==> src/rtl/usbls_crc_engine.sv <==
// usbls_crc_engine: bit-serial USB CRC5/CRC16 engine for the low-speed host datapath.
// Words are consumed LSB first, one bit per bit_en cycle. The final complemented CRC is
// given in parallel, together with a good-residual flag for RX packet checking.
// Optional feature: define USBLS_CRC_APPEND_EN to add an APPEND state that shifts the
// complemented CRC out serially on tx_bit/tx_bit_valid after the last data bit.

module usbls_crc_engine #(
  parameter int unsigned DATA_W = 8,
  parameter int unsigned LEN_W  = $clog2(DATA_W) + 1
) (
  input  logic              clk,
  input  logic              rst,
  input  logic              bit_en,
  input  logic              start,
  input  logic              mode,
  input  logic              in_valid,
  output logic              in_ready,
  input  logic [DATA_W-1:0] in_data,
  input  logic [LEN_W-1:0]  in_len,
  input  logic              in_last,
  output logic [15:0]       crc_out,
  output logic              crc_valid,
  output logic              crc_ok,
  output logic              busy,
  output logic              tx_bit,
  output logic              tx_bit_valid
);

  localparam logic [15:0] Poly16 = 16'hA001;
  localparam logic [4:0]  Poly5  = 5'h14;
  localparam logic [15:0] Res16  = 16'hB001;
  localparam logic [4:0]  Res5   = 5'h06;

  typedef enum logic [2:0] {
    StIdle   = 3'd0,
    StAccept = 3'd1,
    StShift  = 3'd2,
`ifdef USBLS_CRC_APPEND_EN
    StAppend = 3'd4,
`endif
    StDone   = 3'd3
  } state_e;

  // Reflected CRC update for one data bit; CRC5 lives in [4:0] with [15:5] kept zero.
  function automatic logic [15:0] crc_step(input logic [15:0] r, input logic d,
                                           input logic m);
    logic [15:0] n;
    if (m) begin
      n = r >> 1;
      if (d ^ r[0]) n = n ^ Poly16;
    end else begin
      n = {12'd0, r[4:1]};
      if (d ^ r[0]) n[4:0] = n[4:0] ^ Poly5;
    end
    return n;
  endfunction

  function automatic logic [15:0] crc_preset(input logic m);
    return m ? 16'hFFFF : 16'h001F;
  endfunction

  function automatic logic [15:0] crc_final(input logic [15:0] r, input logic m);
    return m ? ~r : {11'd0, ~r[4:0]};
  endfunction

  function automatic logic crc_good(input logic [15:0] r, input logic m);
    return m ? (r == Res16) : (r[4:0] == Res5);
  endfunction

  state_e              state_q, state_d;
  logic [15:0]         crc_q, crc_d;
  logic                mode_q, mode_d;
  logic [DATA_W-1:0]   data_q, data_d;
  logic [LEN_W-1:0]    len_q, len_d;
  logic [LEN_W-1:0]    cnt_q, cnt_d;
  logic                last_q, last_d;
  logic [15:0]         crc_out_q, crc_out_d;
  logic                crc_ok_q, crc_ok_d;
  logic [15:0]         crc_next;
  logic                shift_done;
`ifdef USBLS_CRC_APPEND_EN
  logic [15:0]         tx_sr_q, tx_sr_d;
  logic [4:0]          app_cnt_q, app_cnt_d;
  logic                app_last;

  assign app_last = (app_cnt_q == (mode_q ? 5'd15 : 5'd4));
`endif

  // Data word is shifted right as it is consumed, so bit 0 is always the next bit.
  assign crc_next   = crc_step(crc_q, data_q[0], mode_q);
  assign shift_done = (cnt_q == len_q - LEN_W'(1));

  // State register
  always_ff @(posedge clk or posedge rst) begin
    if (rst) state_q <= StIdle;
    else     state_q <= state_d;
  end

  // Next-state logic; start overrides everything, including DONE
  always_comb begin
    state_d = state_q;
    if (start) begin
      state_d = StAccept;
    end else begin
      unique case (state_q)
        StIdle:   state_d = StIdle;
        StAccept: if (in_valid) state_d = StShift;
        StShift: begin
          if (bit_en && shift_done) begin
            if (!last_q) state_d = StAccept;
`ifdef USBLS_CRC_APPEND_EN
            else         state_d = StAppend;
`else
            else         state_d = StDone;
`endif
          end
        end
`ifdef USBLS_CRC_APPEND_EN
        StAppend: if (bit_en && app_last) state_d = StDone;
`endif
        StDone:   state_d = StIdle;
        default:  state_d = StIdle;
      endcase
    end
  end

  // Datapath next-state: CRC register, captured word, bit counter, result latches
  always_comb begin
    crc_d     = crc_q;
    mode_d    = mode_q;
    data_d    = data_q;
    len_d     = len_q;
    cnt_d     = cnt_q;
    last_d    = last_q;
    crc_out_d = crc_out_q;
    crc_ok_d  = crc_ok_q;
`ifdef USBLS_CRC_APPEND_EN
    tx_sr_d   = tx_sr_q;
    app_cnt_d = app_cnt_q;
`endif
    if (start) begin
      mode_d    = mode;
      crc_d     = crc_preset(mode);
      crc_out_d = '0;
      crc_ok_d  = 1'b0;
      cnt_d     = '0;
      last_d    = 1'b0;
    end else begin
      unique case (state_q)
        StAccept: begin
          if (in_valid) begin
            data_d = in_data;
            len_d  = (in_len == '0) ? LEN_W'(DATA_W) : in_len;
            last_d = in_last;
            cnt_d  = '0;
          end
        end
        StShift: begin
          if (bit_en) begin
            crc_d  = crc_next;
            data_d = data_q >> 1;
            cnt_d  = cnt_q + LEN_W'(1);
            if (shift_done && last_q) begin
`ifdef USBLS_CRC_APPEND_EN
              tx_sr_d   = crc_final(crc_next, mode_q);
              app_cnt_d = '0;
`else
              crc_out_d = crc_final(crc_next, mode_q);
              crc_ok_d  = crc_good(crc_next, mode_q);
`endif
            end
          end
        end
`ifdef USBLS_CRC_APPEND_EN
        // CRC register is frozen here; only the serial copy shifts
        StAppend: begin
          if (bit_en) begin
            tx_sr_d   = tx_sr_q >> 1;
            app_cnt_d = app_cnt_q + 5'd1;
            if (app_last) begin
              crc_out_d = crc_final(crc_q, mode_q);
              crc_ok_d  = crc_good(crc_q, mode_q);
            end
          end
        end
`endif
        default: begin
        end
      endcase
    end
  end

  // Datapath registers
  always_ff @(posedge clk or posedge rst) begin
    if (rst) begin
      crc_q     <= 16'hFFFF;
      mode_q    <= 1'b0;
      data_q    <= '0;
      len_q     <= '0;
      cnt_q     <= '0;
      last_q    <= 1'b0;
      crc_out_q <= '0;
      crc_ok_q  <= 1'b0;
`ifdef USBLS_CRC_APPEND_EN
      tx_sr_q   <= '0;
      app_cnt_q <= '0;
`endif
    end else begin
      crc_q     <= crc_d;
      mode_q    <= mode_d;
      data_q    <= data_d;
      len_q     <= len_d;
      cnt_q     <= cnt_d;
      last_q    <= last_d;
      crc_out_q <= crc_out_d;
      crc_ok_q  <= crc_ok_d;
`ifdef USBLS_CRC_APPEND_EN
      tx_sr_q   <= tx_sr_d;
      app_cnt_q <= app_cnt_d;
`endif
    end
  end

  // Outputs decoded from state and result latches
  always_comb begin
    in_ready     = (state_q == StAccept);
    crc_valid    = (state_q == StDone);
    busy         = (state_q != StIdle);
    crc_out      = crc_out_q;
    crc_ok       = crc_ok_q;
`ifdef USBLS_CRC_APPEND_EN
    tx_bit       = (state_q == StAppend) & tx_sr_q[0];
    tx_bit_valid = (state_q == StAppend) & bit_en;
`else
    tx_bit       = 1'b0;
    tx_bit_valid = 1'b0;
`endif
  end

endmodule

==> config.mk <==
export PLATFORM = sky130hd
export DESIGN_NAME = usbls_crc_engine
export DESIGN_NICKNAME = d
export VERILOG_FILES = /design/src/rtl/usbls_crc_engine.sv
export SDC_FILE = /design/constraint.sdc
export NUM_CORES = 1
export LEC_CHECK = 0
export BUFFER_PORTS_ARGS = -buffer_cell sky130_fd_sc_hd__buf_2
export CAP_MARGIN = 20
export CORE_UTILIZATION = 61
export CTS_CLUSTER_DIAMETER = 120
export DETAILED_ROUTE_END_ITERATION = 8
export PLACE_DENSITY_LB_ADDON = 0.08
export SYNTH_ARGS = -nofsm -noshare
export SYNTH_HDL_FRONTEND = slang
export SYNTH_SLANG_ARGS = --single-unit
==> constraint.sdc <==
create_clock -name clk -period 6.15 [get_ports clk]
set_input_delay 1.845 -clock clk [delete_from_list [all_inputs] [get_ports clk]]
set_output_delay 1.845 -clock clk [all_outputs]
set_load 0.05 [all_outputs]
==> metrics.csv, run 1 <==
stage,metric,value,unit
outcome,run status,"complete, no violations",
clock_tree,root buffer cell,clkbuf_8,
clock_tree,setup bufs post-CTS,0,
worst_setup_path,cells along the critical path,buf_2 > inv_1 > and3_1 > and2_1 > nor2_1 > a21oi_1,
clock_tree,clock buffer count from CTS,5,
finish,"commonest non-fill, non-tap cell in the layout",nand2_1,
timing,Max Fclk,298,MHz
floorplan,die area,4690,µm²
global_routing,GR Util All Layers,25.9,%
logic_synthesis,largest family of logic cells by synthesized area,simple AND/OR/NAND/NOR gates,
worst_setup_path,CP arrival,3580,ps
floorplan,Starting Density,65.5,%
finish,nets,339,
global_routing,vias in the first global route,1917,
place,Post-DP HPWL,3.60,mm
routing,drt wl/cell,14.5,µm
logic_synthesis,synthesized flop and latch total,53,
logic_synthesis,Async SR Flop Fraction,100,%
worst_setup_path,Setup crit end kind,flop,
logic_synthesis,Compound-Gate Fraction of Synth Area,12.3,%
timing,Sum Neg Setup Slack,0,ps
floorplan,Die Wd,68.5,µm
timing,Final Cycle Share,54.6,%
worst_setup_path,Worst R2R Path Depth,7,
logic_synthesis,Gate Count Post-Synth,290,
clock_tree,TritonCTS Sinks,53,
logic_synthesis,synthesized area per cell,9.30,µm²
logic_synthesis,Synth area leader,dfrtp_1,
logic_synthesis,simple logic cell fraction of the synthesized area,20.6,%
clock_tree,CTS resizes,0,
timing,crit path time final,3360,ps
timing,Pins Over Slew Limit,0,
worst_setup_path,Crit Path Category,in -> reg,
finish,ANT cells,0,
job,Max Cap Viol,0,
floorplan,die extent in y,68.5,µm
worst_setup_path,r2r setup slk,3560,ps
routing,routed wire length,5.31,mm
logic_synthesis,most area-consuming cells after synthesis,"dfrtp_1 34%, dfstp_2 16%, nand2_1 6.7%, a21oi_1 5.0%, mux2i_1 3.3%",
finish,Synth-to-Final Area Change,10.8,%
logic_synthesis,"Distinct cells, synth",38,
finish,FILL cells,322,
logic_synthesis,"EDFF count, synth",0,
power_and_ir_drop,P_leak,1.36,nW
timing,final setup fails,0,
global_routing,antenna violations before repair,0,
logic_synthesis,Synth Cell Area,2700,µm²
finish,post-layout util,72.6,%
worst_setup_path,Worst R2R End,crc_ok$_DFFE_PP0P_,
global_routing,grt total ovfl,0,
worst_setup_path,Worst Path Max Fanout,25,
clock_tree,CTS tree,done,
timing,Final Hold Viols,0,
logic_synthesis,Post-Synth XOR/XNOR Area,3.76,%
routing,Routed Antenna Nets,0,
timing,RSZ-0062 raised after global routing,false,
timing,Slew @ Worst Pin,950,ps
min_path,"Endpoint, Worst Hold",crc_q[5]$_DFFE_PP1P_,
routing,DR pass1 iterations,4,
place,# port buffers,38,
logic_synthesis,post-synth top area share,34.3,%
routing,via count,2115,
worst_setup_path,CP startpoint kind,input port,
clock_tree,clock-pin slew on the worst setup and hold paths,90,ps
global_routing,first-pass GRT wire length,8.77,mm
floorplan,num rows,23,
clock_tree,hold buffer count at CTS,0,
routing,1st-iter DRT viols,142,
routing,# DRC,0,
logic_synthesis,Most used DFF post-synth,dfrtp_1,
clock_tree,clk_lat worst skew,310,ps
floorplan,# IOs,41,
worst_setup_path,reg2reg start,state_q[0]$_DFFE_PP0P_,
global_routing,largest net degree at the start of global routing,54,
timing,Clock Skew,10.2,ps
clock_tree,htree depth,2,
logic_synthesis,portion of netlist area occupied by mux cells,5.43,%
worst_setup_path,worst-path cell with the longest stage delay,inv_1,
min_path,Hold Path Stages,2,
place,routability cong.,0.822,
routing,vias per inst,5.79,
logic_synthesis,adder-cell area share of the yosys netlist,2.78,%
clock_tree,Clock Tree Buf Depth,2,
floorplan,Core Footprint,4120,µm²
timing,slew margin rel.,36.3,%
worst_setup_path,worst path bufs/invs,2,
logic_synthesis,sequential share of the synthesized area,49.9,%
worst_setup_path,Critical Path RT,6380,ps
finish,layout cells sized above 1,22.5,%
min_path,worst hold path type,reg -> reg,
worst_setup_path,Crit path max-delay family,simple AND/OR/NAND/NOR gates,
finish,most frequent cells in the layout,"48 x nand2_1, 38 x buf_2, 37 x dfrtp_1",
worst_setup_path,"slowest stage delay, CP",510,ps
power_and_ir_drop,peak supply drop,0.200,mV
logic_synthesis,synth warn,0,
min_path,Hold Startpoint,crc_q[5]$_DFFE_PP1P_,
power_and_ir_drop,PwrDens,281,nW/µm²
-- cell families after synthesis --
logic type / count (synthesis)
other: 1
muxes: 14
AOI/OAI and AO/OA: 57
and+or+nand+nor: 116
buffers and inverters: 33
xor gates and xnor gates: 10
DFF: 53
adders and majority gates: 6
-- area by class of cell --
type,count,area [µm²],share of cell area (%)
inverters,9,33.8,1.13
clock buffers,6,72.6,2.43
repair buffers,40,221,7.41
well taps,50,62.6,2.09
clock inverters,2,35.0,1.17
flip-flops and latches,53,1350,45.1
multi-input cells,205,1220,40.7
-- synthesized netlist by cell type, types with 4 or more instances --
cell type / n
a21oi_1: 27
a31oi_1: 10
clkbuf_1: 18
dfrtp_1: 37
dfstp_2: 16
ha_1: 6
inv_1: 9
mux2_2: 5
mux2i_1: 9
nand2_1: 48
nand2b_1: 4
nand3_1: 12
nand3b_1: 10
nand4_1: 10
nor2_1: 19
o21ai_0: 9
xnor2_1: 5
xor2_1: 4
-- stage by stage --
| step | worst slack (ps) | instances | hold slack (ps) | power [mW] | instance area (µm²) |
|---|---|---|---|---|---|
| final | 2790 | 365 | 510 | 0.839 | 2990 |
| after global routing | 2650 | 365 | 523 | 0.882 | 2990 |
| after CTS | 2830 | 363 | 507 | 0.843 | 2960 |
| after detailed placement | 2510 | 355 | 492 | 0.609 | 2850 |
| after global placement | 2590 | 355 | 485 | 0.599 | 2850 |
| after floorplan | 3050 | 291 | 470 | 0.568 | 2700 |
-- flip-flops by register name, summed over array words and instances, names as in the netlist --
signal / cells
cnt_q: 4
crc_ok: 1
crc_out: 16
crc_q: 16
data_q: 8
last_q: 1
len_q: 4
mode_q: 1
state_q: 2
-- where the power goes --
group / total, mW / switching, mW / internal [mW] / leakage [nW]
Combinational: 0.170 / 0.100 / 0.0700 / 0.651
Sequential: 0.436 / 0.0410 / 0.395 / 0.649
Clock: 0.232 / 0.112 / 0.121 / 0.0552
Total: 0.839 / 0.253 / 0.586 / 1.36
-- per-layer routing --
metal / part of all wire (%) / vias up / wire length [µm] / track usage (%)
li1: - / 1046 / - / -
met1: 44 / 997 / 2350 / 33.0
met2: 50 / 66 / 2650 / 43.4
met3: 4.5 / 6 / 237 / 6.50
met4: 1.3 / 0 / 70 / 7.55
met5: 0 / - / 0 / 0
-- worst register-to-register path, delay by kind of cell (launching register included) --
family	cells	cell delay, ps
and+or+nand+nor	3	1050
adders and majority gates	1	470
buffers and inverters	2	370
DFF	1	410
AOI/OAI and AO/OA	1	190
-- how the worst max path moves through the flow --
| stage | from | endpoint | depth (start not counted) |
|---|---|---|---|
| after floorplan | rst | cnt_q[0]$_DFFE_PP0P_ | 1 |
| after global placement | bit_en | crc_ok$_DFFE_PP0P_ | 5 |
| after detailed placement | start | data_q[4]$_DFFE_PP0P_ | 6 |
| after CTS | start | data_q[4]$_DFFE_PP0P_ | 6 |
| after global routing | start | data_q[4]$_DFFE_PP0P_ | 6 |
| final | start | data_q[4]$_DFFE_PP0P_ | 6 |
No activity file was read; power rests on OpenSTA's default activity.
==> run 2, diff against run 1 <==
- ABC_AREA: unset -> 1
- CORE_UTILIZATION: 61 -> 56
- clock period: 6.15 -> 3.3 ns (I/O delays scaled with it)
==> run 2 against run 1 <==
Clock power rose by 50%; hold slack lost 42 ps; clock-buffer cell count grew 2; worst setup slack lost 1800 ps; area after synthesis grew 1.0%; critical endpoint is now in_ready.
==> metrics.csv, run 2 <==
stage,metric,value,unit,change
place,placed cell count,431,,+21%
finish,ANT cells,0,,unchanged
logic_synthesis,post-synth top area share,34.0,%,-0.35 points
timing,Clock Skew,2.96,ps,-7.27 ps
routing,DR top layer,met4,,
worst_setup_path,Setup crit end kind,output pin,,
logic_synthesis,synthesized flop and latch total,53,,unchanged
floorplan,num rows,25,,+8.7%
worst_setup_path,"slowest stage delay, CP",420,ps,-90 ps
worst_setup_path,Crit path max-delay family,flip-flops,,
job,Max Cap Viol,0,,unchanged
routing,via count,2252,,+6.5%
timing,Final Cycle Share,68.5,%,
worst_setup_path,CP startpoint kind,flop,,
timing,Max Fclk,442,MHz,
floorplan,Starting Density,58.1,%,-7.5 points
logic_synthesis,most frequent cell after synthesis,nand2_1,,
logic_synthesis,synth warn,0,,unchanged
logic_synthesis,Post-synth top cells,"120 x nand2_1, 38 x inv_1, 37 x dfrtp_1, 32 x o21ai_0, 21 x nor2_1",,
timing,Final Hold Viols,0,,unchanged
power_and_ir_drop,peak supply drop,0.355,mV,+78%
timing,Sum Neg Setup Slack,0,ps,unchanged
global_routing,first-pass GRT wire length,8.89,mm,+1.4%
finish,nets,409,,+21%
clock_tree,setup bufs post-CTS,0,,unchanged
floorplan,Core Footprint,4690,µm²,+14%
power_and_ir_drop,PwrDens,697,nW/µm²,+150%
routing,routed wire length,5.16,mm,-2.9%
logic_synthesis,synthesized area per cell,7.78,µm²,-16%
routing,vias per inst,5.13,,-11%
global_routing,largest net degree at the start of global routing,54,,unchanged
logic_synthesis,Gate Count Post-Synth,350,,+21%
clock_tree,CTS resizes,0,,unchanged
clock_tree,TritonCTS Sinks,53,,unchanged
clock_tree,CTS tree,done,,
finish,Synth-to-Final Area Change,9.60,%,
logic_synthesis,"Distinct cells, synth",27,,-29%
worst_setup_path,CP arrival,1270,ps,-2310 ps
power_and_ir_drop,P_leak,1.56,nW,+15%
finish,Post-Layout Cell Count,439,,+20%
timing,worst hold slack,468,ps,-42.1 ps
routing,DRT met1 WL,2.53,mm,+7.5%
place,Post-DP HPWL,3.71,mm,+3.2%
logic_synthesis,Most used DFF post-synth,dfrtp_1,,
place,# port buffers,38,,unchanged
floorplan,die extent in y,71.7,µm,+4.8%
routing,routed length on met3,186,µm,-22%
worst_setup_path,critical path startpoint,state_q[1]$_DFFE_PP0P_,,
logic_synthesis,Async SR Flop Fraction,100,%,unchanged
clock_tree,root buffer cell,clkbuf_8,,
timing,RSZ-0062 raised after global routing,false,,
logic_synthesis,sequential share of the synthesized area,49.4,%,-0.50 points
place,routability cong.,0.830,,+0.95%
clock_tree,clk_lat worst skew,300,ps,about the same
routing,metal2 WL,2.37,mm,-11%
routing,drt wl/cell,11.7,µm,-19%
power_and_ir_drop,total power,2.08,mW,+150%
worst_setup_path,worst-path cell with the longest stage delay,dfrtp_1,,
timing,crit path time final,2260,ps,
finish,layout cells sized above 1,19.0,%,-3.6 points
worst_setup_path,Critical Path RT,2310,ps,-4070 ps
logic_synthesis,most area-consuming cells after synthesis,"dfrtp_1 34%, nand2_1 17%, dfstp_2 15%, o21ai_0 5.9%, inv_1 5.2%",,
logic_synthesis,"EDFF count, synth",0,,unchanged
min_path,worst hold path type,reg -> reg,,
clock_tree,clock-pin slew on the worst setup and hold paths,90,ps,about the same
floorplan,die area,5150,µm²,+9.7%
global_routing,antenna violations before repair,0,,unchanged
finish,"commonest non-fill, non-tap cell in the layout",nand2_1,,
timing,final setup fails,0,,unchanged
timing,Pins Over Slew Limit,0,,unchanged
clock_tree,clock buffer count from CTS,5,,unchanged
global_routing,grt total ovfl,0,,unchanged
global_routing,GR Util All Layers,22.1,%,-3.9 points
logic_synthesis,Synth Cell Area,2720,µm²,+1.0%
clock_tree,Clock Tree Buf Depth,2,,unchanged
floorplan,# IOs,41,,unchanged
min_path,Hold Startpoint,crc_out[15]$_DFFE_PP0P_,,
worst_setup_path,cells along the critical path,inv_1 > ha_1 > buf_2,,
timing,Slew @ Worst Pin,640,ps,-311 ps
routing,# DRC,0,,unchanged
routing,1st-iter DRT viols,144,,+1.4%
timing,slew margin rel.,57.4,%,+21 points
worst_setup_path,Crit Path Category,reg -> out,,
floorplan,Die Wd,71.7,µm,+4.8%
worst_setup_path,reg2reg start,state_q[0]$_DFFE_PP0P_,,
global_routing,vias in the first global route,2170,,+13%
outcome,run status,"complete, no violations",,
worst_setup_path,worst path bufs/invs,2,,unchanged
finish,most frequent cells in the layout,"120 x nand2_1, 38 x buf_2, 37 x inv_1, 37 x dfrtp_1, 32 x o21ai_0",,
routing,DR pass1 iterations,4,,unchanged
logic_synthesis,Synth area leader,dfrtp_1,,
worst_setup_path,Worst Path Max Fanout,4,,-84%
clock_tree,hold buffer count at CTS,0,,unchanged
clock_tree,htree depth,2,,unchanged
routing,Routed Antenna Nets,0,,unchanged
==> run 2: power breakdown <==
group	leakage [nW]	internal, mW	switching, mW
Sequential	0.640	0.824	0.0898
Clock	0.0395	0.151	0.197
Combinational	0.883	0.235	0.581
==> run 2: cell type report <==
type	instances	area, µm²
sequential	53	1350
multi-input combinational	240	1120
fill	433	1710
clock buffer	8	80.1
inverter	45	171
tap	54	67.6
timing repair buffer	39	198
==> run 2: per-layer routing <==
| layer | up-vias | global-route usage (%) |
|---|---|---|
| li1 | 1165 | - |
| met1 | 1043 | 27.9 |
| met2 | 37 | 37.0 |
| met3 | 7 | 5.34 |
| met4 | 0 | 7.84 |
| met5 | - | 0 |
==> run 2: worst paths after layout <==
path | endpoint | slack, ps | depth (start not counted)
max in group asynchronous | data_q[4]$_DFFE_PP0P_ | 2030 | 3
worst min register to register | crc_out[15]$_DFFE_PP0P_ | 470 | 2
worst max-delay path | in_ready | 1040 | 3
worst min-delay path | crc_out[15]$_DFFE_PP0P_ | 470 | 2
min in group asynchronous | crc_out[0]$_DFFE_PP0P_ | 840 | 3
worst max register to register | cnt_q[2]$_DFFE_PP0P_ | 1180 | 10
==> run 2: through the flow <==
| step | worst slack (ps) | util, % | cell area [µm²] |
|---|---|---|---|
| 3_3_place_gp | 944 | 61.9 | 2910 |
| 4_1_cts | 1030 | 63.6 | 2990 |
| 5_1_grt | 879 | 63.6 | 2990 |
| 2_1_floorplan | 1050 | - | 2730 |
| 6_report | 1040 | 63.6 | 2990 |
| 3_5_place_dp | 891 | 61.9 | 2910 |
==> run 2: kinds of logic (layout without fill, tap and decap cells) <==
kind of cell,count (synthesis),in the layout,share of synthesized area (%)
simple gates,177,177,27.2
other cells,1,2,0.138
fa+ha+maj,6,6,2.76
xor+xnor,1,1,0.322
flops,53,53,49.4
buf+inv,58,92,9.51
compound gates,54,54,10.6
==> run 2: worst register-to-register path, delay by kind of cell, from the launching register on <==
kind / cells / cell delay, ps
and+or+nand+nor: 5 / 630
adders and majority gates: 1 / 560
AOI/OAI and AO/OA: 2 / 240
DFF: 1 / 400
buffers and inverters: 2 / 220
==> run 3, diff against run 2 <==
- CORE_UTILIZATION: 56 -> 51
- clock period: 3.3 -> 1.9 ns (I/O delays scaled with it)
==> run 3 against run 2 <==
Sequential cell count unchanged; design area up 4.5%; die area up 9.5%; power up 85%; clock skew up 3.5 ps; hold slack worse by 280 ps; register-to-register slack worse by 990 ps; sequential share of layout area down 1.9 points; combinational power up 80%; largest cell class unchanged; global-route usage down 0.53 points; worst setup slack worse by 950 ps.
==> metrics.csv, run 3 (synthesis gave the netlist of run 2 again) <==
stage,metric,value,unit,change
outcome,run status,"complete, no violations",,
finish,post-layout util,60.7,%,-2.9 points
routing,Routed Antenna Nets,0,,unchanged
job,Max Cap Viol,0,,unchanged
power_and_ir_drop,P_leak,1.62,nW,+3.7%
power_and_ir_drop,Seq pwr share,41.1,%,-2.9 points
timing,final setup fails,0,,unchanged
finish,nets,415,,+1.5%
worst_setup_path,CP startpoint kind,flop,,
worst_setup_path,reg2reg start,len_q[0]$_DFFE_PP0P_,,
routing,via count,2289,,+1.6%
global_routing,GR Util All Layers,21.5,%,-0.53 points
worst_setup_path,Worst Path Max Fanout,3,,-1
timing,Final Cycle Share,95.3,%,
timing,Pins Over Slew Limit,0,,unchanged
clock_tree,clk_lat worst skew,310,ps,about the same
floorplan,num rows,26,,+4.0%
routing,1st-iter DRT viols,148,,+2.8%
floorplan,# IOs,41,,unchanged
finish,Sequential cell area,1350,µm²,unchanged
floorplan,die area,5640,µm²,+9.5%
finish,Synth-to-Final Area Change,14.5,%,
clock_tree,CTS tree,done,,
power_and_ir_drop,internal power,2.32,mW,+91%
global_routing,vias in the first global route,2058,,-5.2%
clock_tree,CTS resizes,0,,unchanged
timing,RSZ-0062 raised after global routing,false,,
floorplan,Core Footprint,5140,µm²,+9.5%
clock_tree,setup bufs post-CTS,0,,unchanged
worst_setup_path,Critical Path RT,1330,ps,-980 ps
clock_tree,TritonCTS Sinks,53,,unchanged
global_routing,grt total ovfl,0,,unchanged
clock_tree,root buffer cell,clkbuf_8,,
worst_setup_path,Worst R2R End,crc_out[4]$_DFFE_PP0P_,,
routing,# DRC,0,,unchanged
routing,routed wire length,5.35,mm,+3.7%
finish,ANT cells,0,,unchanged
place,routability cong.,0.826,,-0.53%
timing,Final Hold Viols,0,,unchanged
power_and_ir_drop,Clk pwr share,20.7,%,+3.9 points
global_routing,antenna violations before repair,0,,unchanged
clock_tree,clock buffer count from CTS,5,,unchanged
floorplan,die extent in y,75.1,µm,+4.7%
finish,most frequent cells in the layout,"120 x nand2_1, 37 x inv_1, 37 x dfrtp_1",,
place,Post-DP HPWL,3.97,mm,+6.9%
worst_setup_path,CP arrival,1240,ps,-30 ps
global_routing,largest net degree at the start of global routing,28,,-48%
finish,"commonest non-fill, non-tap cell in the layout",nand2_1,,
power_and_ir_drop,peak supply drop,0.744,mV,+110%
timing,Sum Neg Setup Slack,0,ps,unchanged
power_and_ir_drop,P_sw,1.54,mW,+77%
clock_tree,clock-pin slew on the worst setup and hold paths,90,ps,about the same
min_path,worst hold path type,in -> async,,
finish,layout cells sized above 1,21.2,%,+2.3 points
timing,crit path time final,1810,ps,
worst_setup_path,r2r setup slk,190,ps,-990 ps
floorplan,Starting Density,53.0,%,-5.1 points
routing,drt wl/cell,11.6,µm,-1.3%
routing,vias per inst,4.97,,-3.2%
timing,Max Fclk,552,MHz,
worst_setup_path,Setup crit end kind,output pin,,
place,# port buffers,38,,unchanged
finish,area of the multi-input gates,1140,µm²,+1.3%
routing,DR pass1 iterations,6,,+2
worst_setup_path,Crit Path Category,reg -> out,,
clock_tree,hold buffer count at CTS,0,,unchanged
finish,FILL cells,499,,+15%
power_and_ir_drop,PwrDens,1240,nW/µm²,+78%
power_and_ir_drop,Logic pwr share,38.2,%,-1.1 points
power_and_ir_drop,Sw Share,39.9,%,-1.9 points
clock_tree,Clock Tree Buf Depth,2,,unchanged
global_routing,first-pass GRT wire length,9.10,mm,+2.3%
clock_tree,htree depth,2,,unchanged
timing,Clock Skew,6.44,ps,+3.48 ps
floorplan,Die Wd,75.1,µm,+4.7%
worst_setup_path,Worst R2R Path Depth,12,,+2
run 3: area by class of cell:
cell class	instances	area share, %
clock buffer	7	2.77
clock inverter	1	0.963
inverter	45	5.50
multi-input combinational	240	36.5
sequential	53	43.2
tap	70	2.81
timing repair buffer	45	8.34
run 3: how the worst max path moves through the flow:
| stage | end | startpoint | cells after the start | slack, ps |
|---|---|---|---|---|
| after global placement | crc_out[4]$_DFFE_PP0P_ | len_q[0]$_DFFE_PP0P_ | 12 | 220 |
| after floorplan | cnt_q[0]$_DFFE_PP0P_ | rst | 1 | 70 |
| after detailed placement | crc_out[4]$_DFFE_PP0P_ | len_q[0]$_DFFE_PP0P_ | 12 | 180 |
| after CTS | in_ready | state_q[1]$_DFFE_PP0P_ | 3 | 20 |
| after global routing | busy | state_q[0]$_DFFE_PP0P_ | 4 | 3 |
| final | busy | state_q[0]$_DFFE_PP0P_ | 4 | 90 |
run 3: per-layer routing:
layer  vias up  track usage, %  wire length [µm]
met2        35            33.3              2440
met4         0            8.18                90
li1       1181               -                 -
met5         -               0                 0
met1      1063            29.6              2660
met3        10            4.82               154
run 3: through the flow:
stage,worst slack (ps),hold slack [ps],area [µm²],cells,total power [mW]
3_3_place_gp,218,451,2990,453,3.03
5_1_grt,3.44,197,3120,461,4.17
6_report,89.0,183,3120,461,3.86
2_1_floorplan,70.3,460,2730,351,2.76
4_1_cts,17.3,191,3100,461,3.87
3_5_place_dp,181,453,2990,453,3.06
run 3: critical path, cell delays in order, from the launching register on:
cell and delay (ps):
dfrtp_1 390, inv_1 90, ha_1 190, inv_1 50, clkbuf_4 210
run 3: power groups by stage:
stage	registers [mW]	clock network, mW	logic (mW)
2_1_floorplan	1.74	0	1.02
3_3_place_gp	1.60	0	1.43
3_5_place_dp	1.60	0	1.46
4_1_cts	1.59	0.821	1.46
5_1_grt	1.62	0.868	1.68
6_report	1.58	0.800	1.47
